<file path="src/rtl/apb_seq_pkg.sv">
// Shared types for the APB command sequencer: command layout and FSM states.
package apb_seq_pkg;

    localparam int DEF_AW = 4;
    localparam int DEF_DW = 8;

    typedef struct packed {
        logic              wr;
        logic [DEF_AW-1:0] addr;
        logic [DEF_DW-1:0] wdata;
    } cmd_t;

    typedef enum logic [1:0] {
        IDLE = 2'd0,
        WAIT = 2'd1,
        RESP = 2'd2
    } state_t;

endpackage

</file>
<file path="src/rtl/seq_cmd_fifo.sv">
// Synchronous command FIFO; full/empty derived from an extra pointer wrap bit.
module seq_cmd_fifo #(
    parameter int DEPTH = 4,
    parameter int WIDTH = 13
) (
    input  logic             clk,
    input  logic             rst,
    input  logic             push,
    input  logic             pop,
    input  logic [WIDTH-1:0] wdata,
    output logic             full,
    output logic             empty,
    output logic [WIDTH-1:0] head
);

    localparam int PW = $clog2(DEPTH);

    logic [WIDTH-1:0] mem [DEPTH];
    logic [PW:0]      wr_ptr;
    logic [PW:0]      rd_ptr;
    logic             do_push;
    logic             do_pop;

    assign empty   = (wr_ptr == rd_ptr);
    assign full    = (wr_ptr[PW] != rd_ptr[PW]) && (wr_ptr[PW-1:0] == rd_ptr[PW-1:0]);
    assign do_push = push && !full;
    assign do_pop  = pop && !empty;
    assign head    = mem[rd_ptr[PW-1:0]];

    always_ff @(posedge clk) begin
        if (rst) begin
            wr_ptr <= '0;
            rd_ptr <= '0;
        end else begin
            if (do_push) wr_ptr <= wr_ptr + (PW+1)'(1);
            if (do_pop)  rd_ptr <= rd_ptr + (PW+1)'(1);
        end
    end

    // Storage carries no reset; validity is tracked purely by the pointers.
    always_ff @(posedge clk) begin
        if (do_push) mem[wr_ptr[PW-1:0]] <= wdata;
    end

endmodule

</file>
<file path="src/rtl/apb_cmd_sequencer.sv">
// Feeds queued host commands to the APB master one at a time and returns read data.
module apb_cmd_sequencer
    import apb_seq_pkg::*;
#(
    parameter int DEPTH   = 4,
    parameter int AW      = DEF_AW,
    parameter int DW      = DEF_DW,
    parameter int TIMEOUT = 16
) (
    input  logic          clk,
    input  logic          rst,
    input  logic          cmd_valid,
    output logic          cmd_ready,
    input  logic          cmd_wr,
    input  logic [AW-1:0] cmd_addr,
    input  logic [DW-1:0] cmd_wdata,
    output logic          newd,
    output logic          wr,
    output logic [AW-1:0] ain,
    output logic [DW-1:0] din,
    input  logic          apb_done,
    input  logic [DW-1:0] apb_rdata,
    output logic          rsp_valid,
    input  logic          rsp_ready,
    output logic [DW-1:0] rsp_rdata,
    output logic          rsp_err,
    output logic          busy,
    output logic          err_sticky
);

    localparam int EW  = 1 + AW + DW;
    localparam int WDW = $clog2(TIMEOUT);
    localparam logic [WDW-1:0] WD_LAST = WDW'(TIMEOUT - 1);

    state_t         state;
    state_t         next_state;
    logic [WDW-1:0] wd;
    logic [WDW-1:0] wd_n;
    logic           full;
    logic           empty;
    logic           pop;
    logic [EW-1:0]  head;
    logic           head_wr;
    logic [AW-1:0]  head_addr;
    logic [DW-1:0]  head_wdata;

    logic           newd_n;
    logic           wr_n;
    logic [AW-1:0]  ain_n;
    logic [DW-1:0]  din_n;
    logic           rsp_valid_n;
    logic [DW-1:0]  rsp_rdata_n;
    logic           rsp_err_n;
    logic           err_sticky_n;

    seq_cmd_fifo #(
        .DEPTH (DEPTH),
        .WIDTH (EW)
    ) u_fifo (
        .clk   (clk),
        .rst   (rst),
        .push  (cmd_valid),
        .pop   (pop),
        .wdata ({cmd_wr, cmd_addr, cmd_wdata}),
        .full  (full),
        .empty (empty),
        .head  (head)
    );

    assign head_wr    = head[AW+DW];
    assign head_addr  = head[AW+DW-1:DW];
    assign head_wdata = head[DW-1:0];
    assign cmd_ready  = !full;
    assign busy       = (state != IDLE) || !empty;

    always_ff @(posedge clk) begin
        if (rst) state <= IDLE;
        else     state <= next_state;
    end

    always_comb begin
        next_state   = state;
        pop          = 1'b0;
        wd_n         = wd;
        newd_n       = newd;
        wr_n         = wr;
        ain_n        = ain;
        din_n        = din;
        rsp_valid_n  = rsp_valid;
        rsp_rdata_n  = rsp_rdata;
        rsp_err_n    = rsp_err;
        err_sticky_n = err_sticky;
        case (state)
            IDLE: begin
                if (!empty) begin
                    newd_n     = 1'b1;
                    wr_n       = head_wr;
                    ain_n      = head_addr;
                    din_n      = head_wr ? head_wdata : '0;
                    wd_n       = '0;
                    next_state = WAIT;
                end
            end
            WAIT: begin
                wd_n = wd + WDW'(1);
                // Completion wins over the watchdog when both land on the same cycle.
                if (apb_done || (wd == WD_LAST)) begin
                    pop    = 1'b1;
                    newd_n = 1'b0;
                    if (!apb_done) err_sticky_n = 1'b1;
                    if (wr) begin
                        next_state = IDLE;
                    end else begin
                        rsp_valid_n = 1'b1;
                        rsp_rdata_n = apb_done ? apb_rdata : '0;
                        rsp_err_n   = !apb_done;
                        next_state  = RESP;
                    end
                end
            end
            RESP: begin
                if (rsp_ready) begin
                    rsp_valid_n = 1'b0;
                    next_state  = IDLE;
                end
            end
            default: next_state = IDLE;
        endcase
    end

    always_ff @(posedge clk) begin
        if (rst) begin
            wd         <= '0;
            newd       <= 1'b0;
            wr         <= 1'b0;
            ain        <= '0;
            din        <= '0;
            rsp_valid  <= 1'b0;
            rsp_rdata  <= '0;
            rsp_err    <= 1'b0;
            err_sticky <= 1'b0;
        end else begin
            wd         <= wd_n;
            newd       <= newd_n;
            wr         <= wr_n;
            ain        <= ain_n;
            din        <= din_n;
            rsp_valid  <= rsp_valid_n;
            rsp_rdata  <= rsp_rdata_n;
            rsp_err    <= rsp_err_n;
            err_sticky <= err_sticky_n;
        end
    end

endmodule

</file>
<file path="config.mk">
export PLATFORM = sky130hd
export DESIGN_NAME = apb_cmd_sequencer
export DESIGN_NICKNAME = d
export VERILOG_FILES = /design/src/rtl/apb_seq_pkg.sv /design/src/rtl/seq_cmd_fifo.sv /design/src/rtl/apb_cmd_sequencer.sv
export SDC_FILE = /design/constraint.sdc
export NUM_CORES = 1
export LEC_CHECK = 0
export CAP_MARGIN = 10
export CORE_MARGIN = 2
export CORE_UTILIZATION = 49
export CTS_CLUSTER_DIAMETER = 200
export DETAILED_ROUTE_END_ITERATION = 12
export GPL_TIMING_DRIVEN = 0
export PLACE_DENSITY = 0.75
export REMOVE_ABC_BUFFERS = 1
export SLEW_MARGIN = 30
export SYNTH_ARGS = -nofsm -noshare
export SYNTH_HDL_FRONTEND = slang
export SYNTH_HIERARCHICAL = 1
export SYNTH_SLANG_ARGS = --single-unit
</file>
<file path="constraint.sdc">
create_clock -name clk -period 1.8 [get_ports clk]
set_input_delay 0.18 -clock clk [delete_from_list [all_inputs] [get_ports clk]]
set_output_delay 0.18 -clock clk [all_outputs]
set_load 0.01 [all_outputs]
</file>
==> results.txt, run 1 <==
CTS H-tree depth -> 3
Crit path max-delay family -> flip-flops
# nets final -> 377
Slew headroom -> 0.569
Routed Antenna Nets -> 0
Nature of the critical path endpoint -> output port
Global Route met3 Usage -> 0.0392
Post-synth EDFFs -> 52
Synth top area cells -> edfxtp_1 (42%), dfxtp_1 (21%), mux4_2 (7.9%), a21oi_1 (3.5%), nand2_1 (3.3%)
Clock Skew -> 0.00847 ns
Iteration-0 DRC Markers -> 129
Synth area leader -> edfxtp_1
Vias -> 2467
Bufs on Longest Clock Path -> 2
Fillers -> 557
DRC Markers -> 0
IO Port Bufs -> 52
Register area share after synthesis -> 0.633
Crit path to -> busy
Via/cell ratio -> 5.49
Fmax -> 0.585 GHz
Data required, critical path -> 1.62 ns
Synth top area share -> 0.422
Worst-Skew Late Latency -> 0.34 ns
Worst Setup Start Kind -> register
Leak -> 1.53 nW
DP HPWL -> 4.56 mm
Vias in the first global route -> 2491
CTS tree -> built
M2 GR Usage -> 0.325
Final Util -> 0.644
Root buffer cell -> clkbuf_8
Cell area after technology mapping -> 0.00370 mm²
Clk sinks -> 91
CP arrival -> 1.53 ns
Wire length of the first global-routing pass -> 12.2 mm
Synth async-reset ratio -> 0
Fin. Hold Viols -> 0
Worst IR drop on VDD -> 0.000676 V
Worst hold start -> rst
Ant diodes -> 0
Die area -> 0.00827 mm²
Std cell rows -> 31
Avg WL per Cell -> 16.3 µm
RD Place Congestion -> 0.791
Syn Inst Count -> 286
GR Util All Layers -> 0.185
Worst setup path category -> register to output port
Critical Path Source -> u_fifo/rd_ptr[0]
R2R Setup Slk -> 0.12 ns
Period utilization -> 0.950
Critical Path Max Stage Delay -> 0.46 ns
Buf+Inv Stages, Crit Path -> 1
Starting Density -> 0.508
Max Cap Viol -> 0
TritonRoute pass-1 iters -> 4
Clock buffer count from CTS -> 9
Avg Cell Area, Syn -> 12.9 µm²
Most common cell in the netlist -> edfxtp_1
Global route total overflow -> 0
Max-slew violations -> 0
Initial antenna violation count -> 0
Core box area -> 0.00729 mm²
Syn. warnings -> 6
Worst hold path type -> input port to register
Die width -> 90.9 µm
Final setup viols -> 0
Largest net degree at the start of global routing -> 36
Reg clk slew, reported paths -> 0.09 ns
Predominant post-synthesis flop cell -> edfxtp_1
Slew @ Worst Pin -> 0.646 ns
FF-to-FF End -> u_fifo/mem[2][8]
Layer with the highest usage -> met2
Fin crit period -> 1.71 ns
Crit path max fanout -> 6
Top cells by count, synth -> edfxtp_1 (52), dfxtp_1 (39), nand2_1 (33)
Detailed Route WL -> 7.31 mm
Outcome -> finished, final reports clean
Slack of the critical path -> 0.0893 ns
Synth unique cells -> 42
Critical path's slowest cell -> dfxtp_2
Layout cells sized above 1 -> 0.191
Place WS -> -0.606 ns
IO Pins -> 53
CTS Hold Bufs -> 0
Reg2Reg Depth -> 4
Worst reg2reg startpoint -> u_fifo/rd_ptr[1]
Critical path, cell by cell -> xnor2_4, nand2_2, nor2_4, nand2_1, dlygate4sd2_1
Power per cell area -> 1390 mW/mm²
Die H -> 90.9 µm
Yosys reg bits -> 91
GR Util met1 -> 0.232
Stages on worst setup path -> 5
Area delta synth->final -> 26.8%
-- through the flow --
| step | cell area, µm² | total power [mW] | setup TNS [ns] | hold WS (ns) | cells |
|---|---|---|---|---|---|
| 6_report | 4700 | 6.55 | 0 | 0.143 | 449 |
| 2_1_floorplan | 3590 | 4.08 | -0.834 | 0.249 | 270 |
| 5_1_grt | 4700 | 6.93 | -0.00232 | 0.146 | 449 |
| 4_1_cts | 4640 | 6.52 | 0 | 0.143 | 444 |
| 3_5_place_dp | 4270 | 4.92 | -17.46 | 0.444 | 423 |
| 3_3_place_gp | 4230 | 4.85 | -30.62 | 0.437 | 421 |
-- sequential cells by signal (all words and copies together), names as in the netlist, named ones only --
register	cells
u_fifo/mem	52
rsp_valid	1
ain	4
newd	1
err_sticky	1
rsp_err	1
state	2
u_fifo/wr_ptr	3
wd	4
u_fifo/rd_ptr	3
din	8
rsp_rdata	8
wr	1
-- logic make-up (layout without fill, tap and decap cells) --
logic type,after synthesis,in the layout,synth area share
flops,91,91,0.633
simple gates,83,83,0.118
compound gates,63,63,0.0977
buf+inv,24,88,0.0385
mux,13,13,0.0791
fa+ha+maj,6,6,0.0203
xor+xnor,6,6,0.0142
-- placed cells by master, fill, tap and decap left out, types with 6 or more instances in the layout --
cell | Yosys | routed
edfxtp_1 | 52 | 52
clkdlybuf4s50_1 | 0 | 49
nand2_1 | 33 | 32
dfxtp_1 | 39 | 32
a21oi_1 | 26 | 26
nand3_1 | 14 | 14
mux4_2 | 13 | 13
o21ai_0 | 11 | 11
clkbuf_8 | 1 | 10
buf_4 | 3 | 9
inv_1 | 8 | 8
a31oi_1 | 10 | 8
nor2_1 | 9 | 7
ha_1 | 6 | 6
-- routing by layer --
| metal | share of wire | up-vias |
|---|---|---|
| li1 | - | 1182 |
| met2 | 0.53 | 68 |
| met4 | 0.011 | 0 |
| met3 | 0.039 | 9 |
| met1 | 0.42 | 1208 |
| met5 | 0 | - |
-- timing repair --
item                                    CTS  global route
gates resized for setup                  32             2
pin swaps                                 5             2
endpoints found under the setup margin   65            11
setup buffers                             5             5
-- final cells by class --
type | instances | area, µm² | area share
sequential | 91 | 2360 | 0.503
multi-input combinational | 171 | 1360 | 0.289
timing repair buffer | 64 | 632 | 0.135
clock buffer | 13 | 171 | 0.0365
tap | 99 | 124 | 0.0264
inverter | 8 | 30.0 | 0.00639
clock inverter | 3 | 20.0 | 0.00426
-- worst min path at each step --
| stage | cells after the start | end | slack [ns] |
|---|---|---|---|
| 2_1_floorplan | 1 | ain[0] | 0.25 |
| 3_3_place_gp | 2 | din[4] | 0.44 |
| 3_5_place_dp | 2 | din[7] | 0.44 |
| 4_1_cts | 2 | din[3] | 0.14 |
| 5_1_grt | 2 | ain[3] | 0.15 |
| 6_report | 2 | ain[3] | 0.14 |
-- power breakdown --
part / switching, mW / total [mW] / internal, mW / leakage, nW
Sequential: 0.358 / 2.95 / 2.59 / 0.799
Combinational: 1.13 / 2.30 / 1.17 / 0.631
Clock: 0.664 / 1.30 / 0.632 / 0.102
(Power assumes the default switching activity.)
==> run 2, diff against run 1 <==
--- a/config.mk
+++ b/config.mk
@@ -5,16 +5,17 @@
 export SDC_FILE = /design/constraint.sdc
 export NUM_CORES = 1
 export LEC_CHECK = 0
+export ABC_CLOCK_PERIOD_IN_PS = 1800
 export CAP_MARGIN = 10
 export CORE_MARGIN = 2
-export CORE_UTILIZATION = 49
+export CORE_UTILIZATION = 48
 export CTS_CLUSTER_DIAMETER = 200
 export DETAILED_ROUTE_END_ITERATION = 12
 export GPL_TIMING_DRIVEN = 0
-export PLACE_DENSITY = 0.75
+export PLACE_DENSITY = 0.74
 export REMOVE_ABC_BUFFERS = 1
+export SKIP_LAST_GASP = 1
 export SLEW_MARGIN = 30
 export SYNTH_ARGS = -nofsm -noshare
 export SYNTH_HDL_FRONTEND = slang
-export SYNTH_HIERARCHICAL = 1
 export SYNTH_SLANG_ARGS = --single-unit
==> results.txt, run 2 <==
Worst-Skew Late Latency -> 0.35 ns (about the same)
Max-slew violations -> 0 (unchanged)
Root buffer cell -> clkbuf_8
Layout cells sized above 1 -> 0.204 (+0.0129)
Synth unique cells -> 40 (-4.8%)
Crit path max fanout -> 5 (-1)
Wire length of the first global-routing pass -> 11.4 mm (-6.6%)
Vias in the first global route -> 2282 (-8.4%)
Global route total overflow -> 0 (unchanged)
Avg WL per Cell -> 16.8 µm (+3.4%)
Largest register FFs -> 52 (unchanged)
Largest net degree at the start of global routing -> 40 (+11%)
Synth area leader -> edfxtp_1
Design area -> 0.00454 mm² (-3.2%)
Final Util -> 0.627 (-0.0174)
Nature of the critical path endpoint -> register
Most common cell in the netlist -> edfxtp_1
CP arrival -> 1.88 ns (+0.35 ns)
Setup TNS -> 0 ns (unchanged)
Worst Setup Start Kind -> register
# nets final -> 350 (-7.2%)
Global Route met3 Usage -> 0.0376 (-0.00167)
CTS tree -> built
Cell area after technology mapping -> 0.00360 mm² (-2.8%)
Final setup viols -> 0 (unchanged)
Slew headroom -> 0.503 (-0.0663)
Worst hold path type -> input port to register
TritonRoute pass-1 iters -> 4 (unchanged)
Clock buffer count from CTS -> 9 (unchanged)
Post-synth EDFFs -> 52 (unchanged)
Worst IR drop on VDD -> 0.000555 V (-18%)
Fin. Hold Viols -> 0 (unchanged)
Top cells by count, synth -> edfxtp_1 (52), dfxtp_1 (39), a21oi_1 (30)
Leak -> 1.49 nW (-2.5%)
CTS H-tree depth -> 3 (unchanged)
Layer with the highest usage -> met2
Avg Cell Area, Syn -> 13.8 µm² (+7.0%)
Predominant post-synthesis flop cell -> edfxtp_1
Ant diodes -> 0 (unchanged)
GR Util All Layers -> 0.181 (-0.00360)
Core box area -> 0.00725 mm² (-0.53%)
CTS Hold Bufs -> 0 (unchanged)
RD Place Congestion -> 0.722 (-8.7%)
Iteration-0 DRC Markers -> 109 (-16%)
Synth top area cells -> edfxtp_1 (43%), dfxtp_1 (22%), mux4_2 (8.1%), a21oi_1 (4.2%), nand3_1 (2.6%)
Area delta synth->final -> 26.2%
Bufs on Longest Clock Path -> 2 (unchanged)
Syn Inst Count -> 260 (-9.1%)
Syn. warnings -> 0 (-6)
Period utilization -> 0.935 (-0.0150)
IO Port Bufs -> 52 (unchanged)
IO Pins -> 53 (unchanged)
Placed Area -> 0.00418 mm² (-2.3%)
Critical Path Max Stage Delay -> 0.38 ns (-0.08 ns)
Yosys reg bits -> 91 (unchanged)
RSZ-0062 raised after global routing -> false
Fin crit period -> 1.68 ns (-0.0269 ns)
Most frequent cells in the layout -> edfxtp_1 (52), clkdlybuf4s50_1 (49), dfxtp_1 (32)
Register area share after synthesis -> 0.651 (+0.0180)
Detailed Route WL -> 7.11 mm (-2.8%)
Max Cap Viol -> 0 (unchanged)
GR Util met1 -> 0.220 (-0.0115)
DRC Markers -> 0 (unchanged)
Fmax -> 0.594 GHz (+1.6%)
Starting Density -> 0.496 (-0.0114)
Critical path, cell by cell -> ha_1, a31oi_2, a311oi_4, mux2i_1, nor2_1
Vias -> 2263 (-8.3%)
Routed Antenna Nets -> 0 (unchanged)
Data required, critical path -> 2.00 ns (+0.38 ns)
Slew @ Worst Pin -> 0.746 ns (+0.100 ns)
Synth top area share -> 0.434 (+0.0120)
Std cell rows -> 31 (unchanged)
Initial antenna violation count -> 0 (unchanged)
Critical path's slowest cell -> dfxtp_1
Outcome -> finished, final reports clean
Clock Skew -> 0.00984 ns (+0.00136 ns)
Commonest non-fill, non-tap cell in the layout -> edfxtp_1
Clk sinks -> 91 (unchanged)
M2 GR Usage -> 0.307 (-0.0181)
Worst setup path category -> register to register
Slack of the critical path -> 0.116 ns (+0.0269 ns)
Die H -> 90.6 µm (-0.36%)
Die area -> 0.00821 mm² (-0.71%)
Reg clk slew, reported paths -> 0.08 ns (about the same)
Hold slack -> 0.367 ns (+0.223 ns)
Power per cell area -> 1020 mW/mm² (-27%)
Place WS -> -0.347 ns (+0.259 ns)
Synth async-reset ratio -> 0 (unchanged)
Die width -> 90.6 µm (-0.36%)
Via/cell ratio -> 5.36 (-2.4%)
DP HPWL -> 4.35 mm (-4.6%)
run 2: metal layers:
metal  routed length [µm]  part of all wire  vias up
li1                     -                 -     1085
met1                 2990              0.42     1107
met2                 3660              0.52       59
met3                  304             0.043       12
met4                  146             0.021        0
met5                    0                 0        -
run 2: worst paths after layout:
path	end	slack, ns	start	depth (start not counted)
worst max-delay path	u_fifo.rd_ptr[1]	0.12	wd[0]	5
worst max register to register	u_fifo.rd_ptr[1]	0.12	wd[0]	5
worst min-delay path	err_sticky	0.37	rst	2
worst min register to register	rsp_rdata[3]	0.45	rsp_rdata[3]	2
run 2: cell families (layout without fill, tap and decap cells):
| logic type | after synthesis | in the layout | synth area share |
|---|---|---|---|
| AOI/OAI and AO/OA | 56 | 56 | 0.0994 |
| xor gates and xnor gates | 6 | 6 | 0.0209 |
| adders and majority gates | 6 | 6 | 0.0209 |
| buffers and inverters | 18 | 81 | 0.0226 |
| DFF | 91 | 91 | 0.651 |
| muxes | 17 | 17 | 0.0932 |
| and+or+nand+nor | 66 | 66 | 0.0925 |
run 2: report_power, final:
| part | total, mW | internal [mW] | switching, mW |
|---|---|---|---|
| registers | 2.42 | 2.32 | 0.0931 |
| logic | 0.706 | 0.357 | 0.349 |
| clock network | 1.49 | 0.822 | 0.670 |
run 2: critical path, delay by kind of cell (launching register included):
kind,cells,cell delay [ns]
adders and majority gates,1,0.24
AOI/OAI and AO/OA,2,0.59
muxes,1,0.24
DFF,1,0.38
and+or+nand+nor,1,0.08
run 2: repair_timing:
item                                    4_1_cts  5_1_grt
endpoints found under the setup margin       67       71
buffers inserted                              5        3
pin swaps                                     3        1
resized for setup                            15       10
run 2: layout make-up:
type,instances,area (µm²)
clock buffer,12,145
clock inverter,4,73.8
fill,546,2710
inverter,5,18.8
multi-input combinational,151,1240
sequential,91,2360
tap,99,124
timing repair buffer,60,589
run 2: metrics by stage:
| step | power, mW | std cells |
|---|---|---|
| 2_1_floorplan | 2.77 | 247 |
| 3_3_place_gp | 3.06 | 398 |
| 3_5_place_dp | 3.08 | 398 |
| 4_1_cts | 4.60 | 419 |
| 5_1_grt | 4.81 | 422 |
| 6_report | 4.61 | 422 |
==> run 3, diff against run 2 <==
--- a/config.mk
+++ b/config.mk
@@ -12,7 +12,8 @@
 export CTS_CLUSTER_DIAMETER = 200
 export DETAILED_ROUTE_END_ITERATION = 12
 export GPL_TIMING_DRIVEN = 0
-export PLACE_DENSITY = 0.74
+export HOLD_SLACK_MARGIN = 0.06
+export PLACE_DENSITY = 0.71
 export REMOVE_ABC_BUFFERS = 1
 export SKIP_LAST_GASP = 1
 export SLEW_MARGIN = 30
==> results.txt, run 3 (synthesized netlist as in run 2, its figures left out) <==
Outcome -> complete, but fails checks
Failing checks -> negative setup slack
Data required, critical path -> 1.62 ns (-0.38 ns)
# nets final -> 349 (-0.29%)
Period utilization -> 1.02 (+0.0836)
Commonest non-fill, non-tap cell in the layout -> edfxtp_1
Largest register FFs -> 52 (unchanged)
Most frequent cells in the layout -> edfxtp_1 (52), clkdlybuf4s50_1 (50), dfxtp_1 (32)
Die area -> 0.00821 mm² (unchanged)
Largest net degree at the start of global routing -> 40 (unchanged)
Fin. Hold Viols -> 0 (unchanged)
Worst IR drop on VDD -> 0.000539 V (-2.8%)
Layout cells sized above 1 -> 0.205 (+0.000635)
DRC Markers -> 0 (unchanged)
CTS H-tree depth -> 3 (unchanged)
CTS tree -> built
IO Port Bufs -> 52 (unchanged)
Starting Density -> 0.496 (unchanged)
Clock buffer count from CTS -> 9 (unchanged)
IO Pins -> 53 (unchanged)
Worst setup path category -> register to output port
Final setup viols -> 1 (+1)
GR Util All Layers -> 0.176 (-0.00538)
Nature of the critical path endpoint -> output port
Fillers -> 559 (+2.4%)
Worst-Skew Late Latency -> 0.35 ns (about the same)
Fmax -> 0.545 GHz (-8.2%)
Hold Crit Depth -> 2 (unchanged)
Root buffer cell -> clkbuf_8
Max-slew violations -> 0 (unchanged)
Slack of the critical path -> -0.0342 ns (-0.150 ns)
TritonRoute pass-1 iters -> 4 (unchanged)
Wire length of the first global-routing pass -> 11.1 mm (-2.4%)
Reg clk slew, reported paths -> 0.09 ns (about the same)
Slew @ Worst Pin -> 0.735 ns (-0.0111 ns)
Avg WL per Cell -> 16.4 µm (-2.6%)
Global route total overflow -> 0 (unchanged)
Worst hold path type -> input port to register
Leak -> 1.50 nW (+0.49%)
CP arrival -> 1.65 ns (-0.23 ns)
Crit path max fanout -> 3 (-2)
Area delta synth->final -> 27.0%
Ant diodes -> 0 (unchanged)
Clk sinks -> 91 (unchanged)
Core box area -> 0.00725 mm² (unchanged)
RD Place Congestion -> 0.710 (-1.6%)
Hold slack -> 0.365 ns (-0.00204 ns)
Iteration-0 DRC Markers -> 110 (+0.92%)
Via/cell ratio -> 5.26 (-2.0%)
Bufs on Longest Clock Path -> 2 (unchanged)
Vias -> 2213 (-2.2%)
DP HPWL -> 4.20 mm (-3.5%)
Std cell rows -> 31 (unchanged)
Fin crit period -> 1.83 ns (+0.150 ns)
Clock Skew -> 0.0104 ns (+0.000581 ns)
Initial antenna violation count -> 0 (unchanged)
Power per cell area -> 1070 mW/mm² (+5.1%)
Max Cap Viol -> 0 (unchanged)
Die width -> 90.6 µm (unchanged)
Die H -> 90.6 µm (unchanged)
Setup TNS -> -0.0342 ns (-0.0342 ns)
Detailed Route WL -> 6.90 mm (-2.9%)
Vias in the first global route -> 2213 (-3.0%)
CTS Hold Bufs -> 0 (unchanged)
Reg2Reg Depth -> 4 (-1)
Routed Antenna Nets -> 0 (unchanged)
Slew headroom -> 0.510 (+0.00740)
RSZ-0062 raised after global routing -> true
Worst Setup Start Kind -> register
run 3: worst max-delay path: stages, from the launching register on:
cell and delay [ns]:
dfxtp_2 0.36, xnor2_4 0.15, and3_4 0.19, nand2_1 0.07, clkdlybuf4s50_1 0.53
run 3: repair_timing:
| item | CTS | global route |
|---|---|---|
| resized for setup | 17 | 7 |
| pin swaps | 4 | 0 |
| setup endpoints to repair | 67 | 68 |
| buffers inserted | 6 | 1 |
run 3: path summary, 6_finish.rpt:
kind                                        from               end  slack (ns)
worst max register to register  u_fifo.rd_ptr[0]  u_fifo.mem[0][2]        0.14
worst min-delay path                         rst        err_sticky        0.36
worst min register to register      rsp_rdata[7]      rsp_rdata[7]        0.45
worst max-delay path            u_fifo.rd_ptr[1]              busy       -0.03
run 3: per-layer routing:
metal	routed length, µm	track usage	share of wire	up-vias
li1	-	-	-	1083
met3	367	0.0534	0.053	6
met5	0	0	0	-
met4	87	0.0692	0.013	0
met1	3000	0.226	0.44	1069
met2	3440	0.280	0.50	55
run 3: final cells by class:
class	instances	area [µm²]	area share
Sequential cell	91	2360	0.516
Multi-Input combinational cell	151	1230	0.268
Timing Repair Buffer	59	579	0.127
Clock buffer	11	141	0.0309
Tap cell	99	124	0.0271
Clock inverter	5	125	0.0274
Inverter	5	18.8	0.00410
run 3: report_power, final:
part	internal (mW)	switching [mW]	leakage [nW]	total [mW]
Clock	1.10	0.676	0.134	1.78
Sequential	2.32	0.0879	0.798	2.41
Combinational	0.350	0.343	0.569	0.694
run 3: through the flow:
stage	instance area [µm²]	instances	setup WS, ns	util	power (mW)
6_report	4570	421	-0.0342	0.630	4.88
5_1_grt	4570	421	-0.104	0.630	5.08
4_1_cts	4530	420	-0.0614	0.624	4.89
3_5_place_dp	4180	398	-0.407	0.576	3.08
3_3_place_gp	4180	398	-0.429	0.577	3.06
2_1_floorplan	3540	247	0.0407	-	2.77
